===== config.mk =====
export PLATFORM = sky130hd
export DESIGN_NAME = store_drain_queue
export DESIGN_NICKNAME = d
export VERILOG_FILES = /design/src/rtl/store_drain_queue.sv
export SDC_FILE = /design/constraint.sdc
export NUM_CORES = 2
export LEC_CHECK = 0
export BUFFER_PORTS_ARGS = -buffer_cell sky130_fd_sc_hd__buf_2
export CAP_MARGIN = 25
export CORE_UTILIZATION = 45
export CTS_BUF_LIST = sky130_fd_sc_hd__clkbuf_4 sky130_fd_sc_hd__clkbuf_8 sky130_fd_sc_hd__clkbuf_16
export DETAILED_ROUTE_END_ITERATION = 7
export PLACE_DENSITY_LB_ADDON = 0.2
export SYNTH_ARGS = -nofsm -noshare
export SYNTH_HDL_FRONTEND = slang
export SYNTH_SLANG_ARGS = --single-unit

===== constraint.sdc =====
create_clock -name i_clk -period 14.3 [get_ports i_clk]
set_input_delay 1.43 -clock i_clk [delete_from_list [all_inputs] [get_ports i_clk]]
set_output_delay 1.43 -clock i_clk [all_outputs]
set_load 0.01 [all_outputs]

===== src/rtl/store_drain_queue.sv =====
// store_drain_queue: in-order store queue with out-of-order fill, commit/flush
// bookkeeping and a single-outstanding request/ack drain port to memory.
module store_drain_queue #(
    parameter int unsigned WIDTH = 5
) (
    input  logic             i_clk,
    input  logic             i_rst,
    input  logic             i_alloc,
    output logic [WIDTH-1:0] o_alloc_tag,
    output logic             o_full,
    output logic             o_empty,
    input  logic             i_wr_en,
    input  logic [WIDTH-1:0] i_wr_tag,
    input  logic [31:0]      i_wr_addr,
    input  logic [31:0]      i_wr_data,
    input  logic [3:0]       i_wr_mask,
    input  logic             i_commit,
    input  logic             i_flush,
    output logic             o_mem_req,
    output logic [31:0]      o_mem_addr,
    output logic [31:0]      o_mem_data,
    output logic [3:0]       o_mem_mask,
    input  logic             i_mem_ack
);

    localparam int unsigned SIZE = 2 ** WIDTH;
    localparam int unsigned PW   = WIDTH + 1;

    typedef struct packed {
        logic [31:0] addr;
        logic [31:0] data;
        logic [3:0]  mask;
    } store_t;

    typedef enum logic {
        IDLE = 1'b0,
        REQ  = 1'b1
    } state_e;

    // Pointers carry a wrap bit above the entry index
    logic [PW-1:0]   head_q, head_d;
    logic [PW-1:0]   cmt_q,  cmt_d;
    logic [PW-1:0]   tail_q, tail_d;
    logic [SIZE-1:0] filled_q, filled_d;
    store_t          entry_q [SIZE];

    state_e          state_q, state_d;
    logic            mem_req_q, mem_req_d;
    store_t          req_q, req_d;

    logic [WIDTH-1:0] head_idx, cmt_idx, tail_idx;
    logic [WIDTH-1:0] off_head, off_cmt;
    logic [PW-1:0]    used_cnt, uncmt_cnt;
    logic             full_c, empty_c;
    logic             tag_alloc_c, tag_uncmt_c;
    logic             wr_ok_c, alloc_ok_c, commit_ok_c, head_adv_c;
    store_t           wr_entry_c;

    assign head_idx  = head_q[WIDTH-1:0];
    assign cmt_idx   = cmt_q[WIDTH-1:0];
    assign tail_idx  = tail_q[WIDTH-1:0];
    assign used_cnt  = tail_q - head_q;
    assign uncmt_cnt = tail_q - cmt_q;

    // Occupancy from registered pointers only
    assign full_c  = (used_cnt == PW'(SIZE));
    assign empty_c = (tail_q == head_q);

    // Distance of the write tag from head/cmt decides whether it is allocated
    assign off_head    = i_wr_tag - head_idx;
    assign off_cmt     = i_wr_tag - cmt_idx;
    assign tag_alloc_c = ({1'b0, off_head} < used_cnt);
    assign tag_uncmt_c = ({1'b0, off_cmt} < uncmt_cnt);

    // Committed entries may be written only until they are filled once
    assign wr_ok_c     = i_wr_en && (tag_uncmt_c || (tag_alloc_c && !filled_q[i_wr_tag]));
    assign alloc_ok_c  = i_alloc && !full_c && !i_flush;
    assign commit_ok_c = i_commit && (cmt_q != tail_q);
    assign head_adv_c  = (state_q == REQ) && i_mem_ack;

    assign wr_entry_c = '{addr: i_wr_addr, data: i_wr_data, mask: i_wr_mask};

    // Pointer and filled-bit next state; alloc clears after a write so it wins
    always_comb begin
        head_d   = head_q;
        cmt_d    = cmt_q;
        tail_d   = tail_q;
        filled_d = filled_q;
        if (wr_ok_c) begin
            filled_d[i_wr_tag] = 1'b1;
        end
        if (alloc_ok_c) begin
            filled_d[tail_idx] = 1'b0;
            tail_d             = tail_q + PW'(1);
        end
        if (commit_ok_c) begin
            cmt_d = cmt_q + PW'(1);
        end
        if (i_flush) begin
            tail_d = cmt_d;
        end
        if (head_adv_c) begin
            head_d = head_q + PW'(1);
        end
    end

    // Drain FSM: launch from registered head state, hold payload until ack
    always_comb begin
        state_d   = state_q;
        mem_req_d = 1'b0;
        req_d     = '0;
        case (state_q)
            IDLE: begin
                if ((head_q != cmt_q) && filled_q[head_idx]) begin
                    state_d   = REQ;
                    mem_req_d = 1'b1;
                    req_d     = entry_q[head_idx];
                end
            end
            REQ: begin
                if (i_mem_ack) begin
                    state_d = IDLE;
                end else begin
                    mem_req_d = 1'b1;
                    req_d     = req_q;
                end
            end
        endcase
    end

    // Control state register with synchronous reset
    always_ff @(posedge i_clk) begin
        if (i_rst) begin
            head_q    <= '0;
            cmt_q     <= '0;
            tail_q    <= '0;
            filled_q  <= '0;
            state_q   <= IDLE;
            mem_req_q <= 1'b0;
            req_q     <= '0;
        end else begin
            head_q    <= head_d;
            cmt_q     <= cmt_d;
            tail_q    <= tail_d;
            filled_q  <= filled_d;
            state_q   <= state_d;
            mem_req_q <= mem_req_d;
            req_q     <= req_d;
        end
    end

    // Entry payload storage; validity is tracked by filled_q
    always_ff @(posedge i_clk) begin
        if (!i_rst && wr_ok_c) begin
            entry_q[i_wr_tag] <= wr_entry_c;
        end
    end

    assign o_alloc_tag = tail_idx;
    assign o_full      = full_c;
    assign o_empty     = empty_c;
    assign o_mem_req   = mem_req_q;
    assign o_mem_addr  = req_q.addr;
    assign o_mem_data  = req_q.data;
    assign o_mem_mask  = req_q.mask;

endmodule


---- After elaboration in Yosys (flattened, before gate mapping) ----
Memory sizes are Yosys's and may differ from the RTL's. A register that Yosys moved wholly into a read port is not among the register bits.
Cells that the tools add are included.
storage, ports and cells
  register bits ........................... 119
  memory bits (writable) .................. 2176
  input port bits ......................... 80
  output and inout port bits .............. 76
  logic and storage cells ................. 71
  memories kept ........................... 1
memory list
  name     depth  width  read ports  clocked after Yosys merged registers in  write ports  line  source
  entry_q  32     68     1           1                                        1            45    store_t entry_q [SIZE];
operators by class
  add/subtract/negate cells ............... 7
  magnitude comparators ................... 7
  equal/unequal tests ..................... 5
  mux-type cells .......................... 23
  bitwise logic cells ..................... 4
  reduce and logical (&&, ||, !) cells .... 16
operators by type and width
  operator             count
  $mux 68              2
  $pmux 68 s2          1
  $mux 32              2
  $and 32x32->32       1
  $not 32->32          1
  $or 32x32->32        1
  $add 6x1->6 const B  3
  $lt 5x6->1 const B   3
  $mux 6               3
  $lt 5x6->1           2
  $ne 6x6->1           2
  $sub 6x6->6          2
  $bmux 1 s5           2
  $demux 1 s5          2
  $ge 5x1->1 const B   2
  $logic_and 1x1->1    10
  $mux 5               2
  $sub 5x5->5          2
  $mux 1               8
  $eq 6x6->1           1
  $eq 6x6->1 const B   1
  $logic_not 1->1      4
  $ne 2x2->1 const B   1
  $pmux 1 s2           1
  3 further kinds      3

---- Longest topological paths before layout ----
  depth after elaboration ................. 9
  mapped depth ............................ 18
  depth with buffers taken out ............ 15

---- Worst setup path before layout ----
No wires, ideal clock.
  path kind ............................... input to register
  start ................................... input port i_wr_tag[0]
  end ..................................... memory entry_q[10][0] in the netlist's numbering (enable)
  library setup time ...................... 495 ps
  data arrival time ....................... 6915 ps
  data required time ...................... 13805 ps
  slack ................................... 6890 ps
  cell stages on the path ................. 17
  path buffers ............................ 3
  cells stage by stage .................... buf_6 > buf_2 > inv_1 > ha_1 > fa_1 > inv_1 > a21o_1 > a21oi_1 > xnor2_1 > ha_1 > o21a_1 > a21oi_1 > nor3_1 > o2111ai_2 > buf_6 > nand4_1 > nor2_1
on the way
  longest elaborated chain between the ends .. 9
  elaborated cells between the ends (all ways) .. 13
  classes of those cells .................. add/sub (2); order compare (2); mux (4); reduce/logical (5)
ends and longest elaborated chain
  element                                             line  source
  start, declared                                     13    input logic [WIDTH-1:0] i_wr_tag,
  branches (longest 9 deep; another with $lt 5x6->1)  -
  end, declared                                       45
Several ways; the timed one is not identified. The select of a mux whose other input is x is not followed.

---- Worst setup path after layout ----
  start ................................... input port i_wr_tag[0]
  end ..................................... memory entry_q[19][12] in the netlist's numbering (enable)
The elaborated chain is that of the path after synthesis.

==> metrics.txt <==
non-filler cells, final=around 6900; Cell Chain, Critical Path=buf_2 -> inv_1 -> ha_1 -> fa_1 -> inv_1 -> a21o_1 -> a21oi_1 -> xnor2_1 -> ha_1 -> o21a_1 -> a21oi_1 -> nor3_1 -> o2111ai_2 -> buf_4 -> nand4_1 -> buf_8 -> nor2_4 -> buf_4; Synth Area in XOR/XNOR=less than 1%; Worst VDD drop=approximately 0.00013 V; post-placement cell count=6426; die area=198000 um^2; Crit. End Element=flip-flop; min-delay src=o_mem_addr[14]; I/O Buffers=155; number of synthesized register bits=2300; Nets=approximately 4200; power per standard cell area=136 nW/um^2; Worst slew margin=around 28%; Fin Setup TNS=0 ns; asr flop ratio synth=0%; Crit-path slowest cell=buf_4; TritonCTS clock tree=done; CTS max path bufs=3; layout cells sized above 1=~33%; final critical-path required period=roughly 6.3 ns; Yosys cell types=between 50 and 60; critical path class=input pin to flip-flop; maximum clock frequency=approximately 160 MHz; final WL=~220000 um; synthesized instance count=3769; adder-cell share of the synthesized area=less than 1%; Fin. Hold Viols=0; number of H-tree levels=4; skew final=approximately 0.071 ns; DP Wirelength=124000 um; Vias/cell=5.87; final setup vio count=0; Reg clk slew, reported paths=~0.060 ns; Avg WL per Cell=approximately 32 um; Compound-Gate Fraction of Synth Area=between 1 and 1.5%; DR iter-0 viols=about 4300; detailed-route via count=around 40000; Placer Congestion=slightly below 0.8; syn_nets=between 3000 and 4000; pin count of the biggest net entering global routing=between 100 and 150; type of origin of the critical path=input pin; Top-Level Pins=156; row cnt=162; Max Cap Viol=0; sequential share of the synthesized area=between 70% and 80%; clock sinks=2300; count of hold buffers inserted by post-cts repair=0; crit path max fanout=44; Worst Path Required=~15 ns; multiplexer area fraction after synthesis=18.6%; Tcrit/Tclk final=~44%; detailed-route DRC error count=0; FILL cells=around 15000; post-CTS setup buffers=0; first-pass GRT wire length=~310000 um; commonest non-fill, non-tap cell in the layout=edfxtp_1; final max-slew violation count=0; P&R area growth vs syn=13.5%; worst skew pair latency=0.89 ns; number of antenna violations at the first check in global routing=14; Post-synth EDFFs=between 2000 and 2500; critical path launch point=i_wr_tag[0]; Die W=~440 um; Post-Synth Simple-Gate Area=between 1 and 1.5%; Pre-antenna DRT Iters=5; Largest stage delay, worst path=0.74 ns; vias in the first global route=approximately 40000; Clock Root Buffer=clkbuf_16; grt ovf=0; Hold WS=0.445 ns; Synth warnings=0; Resized cells post-CTS=0; overall routing resource usage=approximately 22%; average size of a mapped cell=between 20 and 25 um^2; Netlist Area Pre-Place=88100 um^2; Core ar.=195000 um^2; Num CTS Buffers=roughly 230; initial core utilization=45.2%; outcome=completed; largest family of logic cells by synthesized area=multiplexers; Crit path max-delay family=buffers and inverters; Leak Pwr=30.2 nW; Reg-to-Reg Start=head_q[0]; hold crit path type=flip-flop to flip-flop; top_reg_cell synth=edfxtp_1; crit path DAT=between 6 and 7 ns; RSZ-0062 raised after global routing=false; CP Buf/Inv Count=6; slew at the pin closest to its max-slew limit=about 1.1 ns; DRT antenna net count=0; most frequent cells in the layout=edfxtp_1, mux4_2, clkbuf_16; Die H=445 um
## state kept, by name (all words and copies together) (netlist names), named ones only
register / count
o_mem_mask: 4
o_mem_req: 1
head_q: 6
entry_q: 2176
o_mem_data: 32
tail_q: 6
filled_q: 32
cmt_q: 6
o_mem_addr: 32
## layer usage
metal | routed length (um) | vias up | track usage, %
li1 | - | 16700 | -
met1 | 94000 | 21900 | 32.4
met2 | 104000 | 1381 | 34.9
met3 | 14100 | 271 | 3.98
met4 | 4900 | 8 | 5.84
met5 | 49 | - | 0
## power by group
| group | switching (mW) | internal [mW] | total (mW) |
|---|---|---|---|
| Clock | 2.54 | 3.37 | 5.91 |
| Sequential | 0.0135 | 7.40 | 7.41 |
| Combinational | 0.227 | 0.0724 | 0.300 |
| Total | 2.78 | 10.8 | 13.6 |
## worst paths after layout
kind | endpoint | slack (ns) | cells after the start
max | entry_q[19][12] | 7.99 | 18
min | o_mem_addr[14] | 0.45 | 2
max reg2reg | entry_q[19][12] | 8.15 | 17
min reg2reg | o_mem_addr[14] | 0.45 | 2
## through the flow
| stage | utilization [%] | setup slack, ns | power [mW] | instance area (um^2) |
|---|---|---|---|---|
| 2_1_floorplan | - | 6.89 | 7.68 | 88100 |
| 3_3_place_gp | 47.3 | 6.49 | 7.85 | 92200 |
| 3_5_place_dp | 47.4 | 7.17 | 7.86 | 92400 |
| 4_1_cts | 51.3 | 8.10 | 13.7 | 99900 |
| 5_1_grt | 51.4 | 7.75 | 14.0 | 100000 |
| 6_report | 51.4 | 7.99 | 13.6 | 100000 |
## worst reg2reg max path: cells and delay by family, from the launching register on
kind / cells / cell delay [ns]
buffers and inverters: 5 / 1.56
adders and majority gates: 3 / 1.02
xor gates and xnor gates: 1 / 0.15
DFF: 1 / 0.89
and+or+nand+nor: 3 / 1.20
AOI/OAI and AO/OA: 5 / 0.84
## area by class of cell
cell class              count  area (um^2)  share of cell area [%]
multi-input cells        1236        19600                    19.6
diodes                      3         7.51                 0.00750
flip-flops and latches   2300        67800                    67.8
well taps                2624         3280                    3.28
clock inverters           118         1110                    1.11
clock buffers             311         6410                    6.41
inverters                  25         93.8                  0.0938
repair buffers            247         1710                    1.71
## Yosys cell counts, drive strengths merged, types with 14 or more instances
| cell | n | share of area (%) |
|---|---|---|
| o21ai | 77 | 0.44 |
| xnor2 | 22 | 0.22 |
| edfxtp | 2176 | 74 |
| a21oi | 14 | 0.080 |
| mux2i | 77 | 0.87 |
| nor2 | 56 | 0.24 |
| nand2 | 77 | 0.33 |
| a211oi | 29 | 0.25 |
| a31oi | 34 | 0.25 |
| mux4 | 694 | 18 |
| dfxtp | 124 | 2.8 |
| buf | 66 | 0.40 |
| inv | 25 | 0.11 |
| clkbuf | 142 | 0.61 |
| ha | 32 | 0.45 |
## kinds of logic after synthesis
logic type,count (synthesis)
simple gates,204
fa+ha+maj,36
xor+xnor,33
mux,773
compound gates,190
flops,2300
buf+inv,233
(Power assumes the default switching activity.)
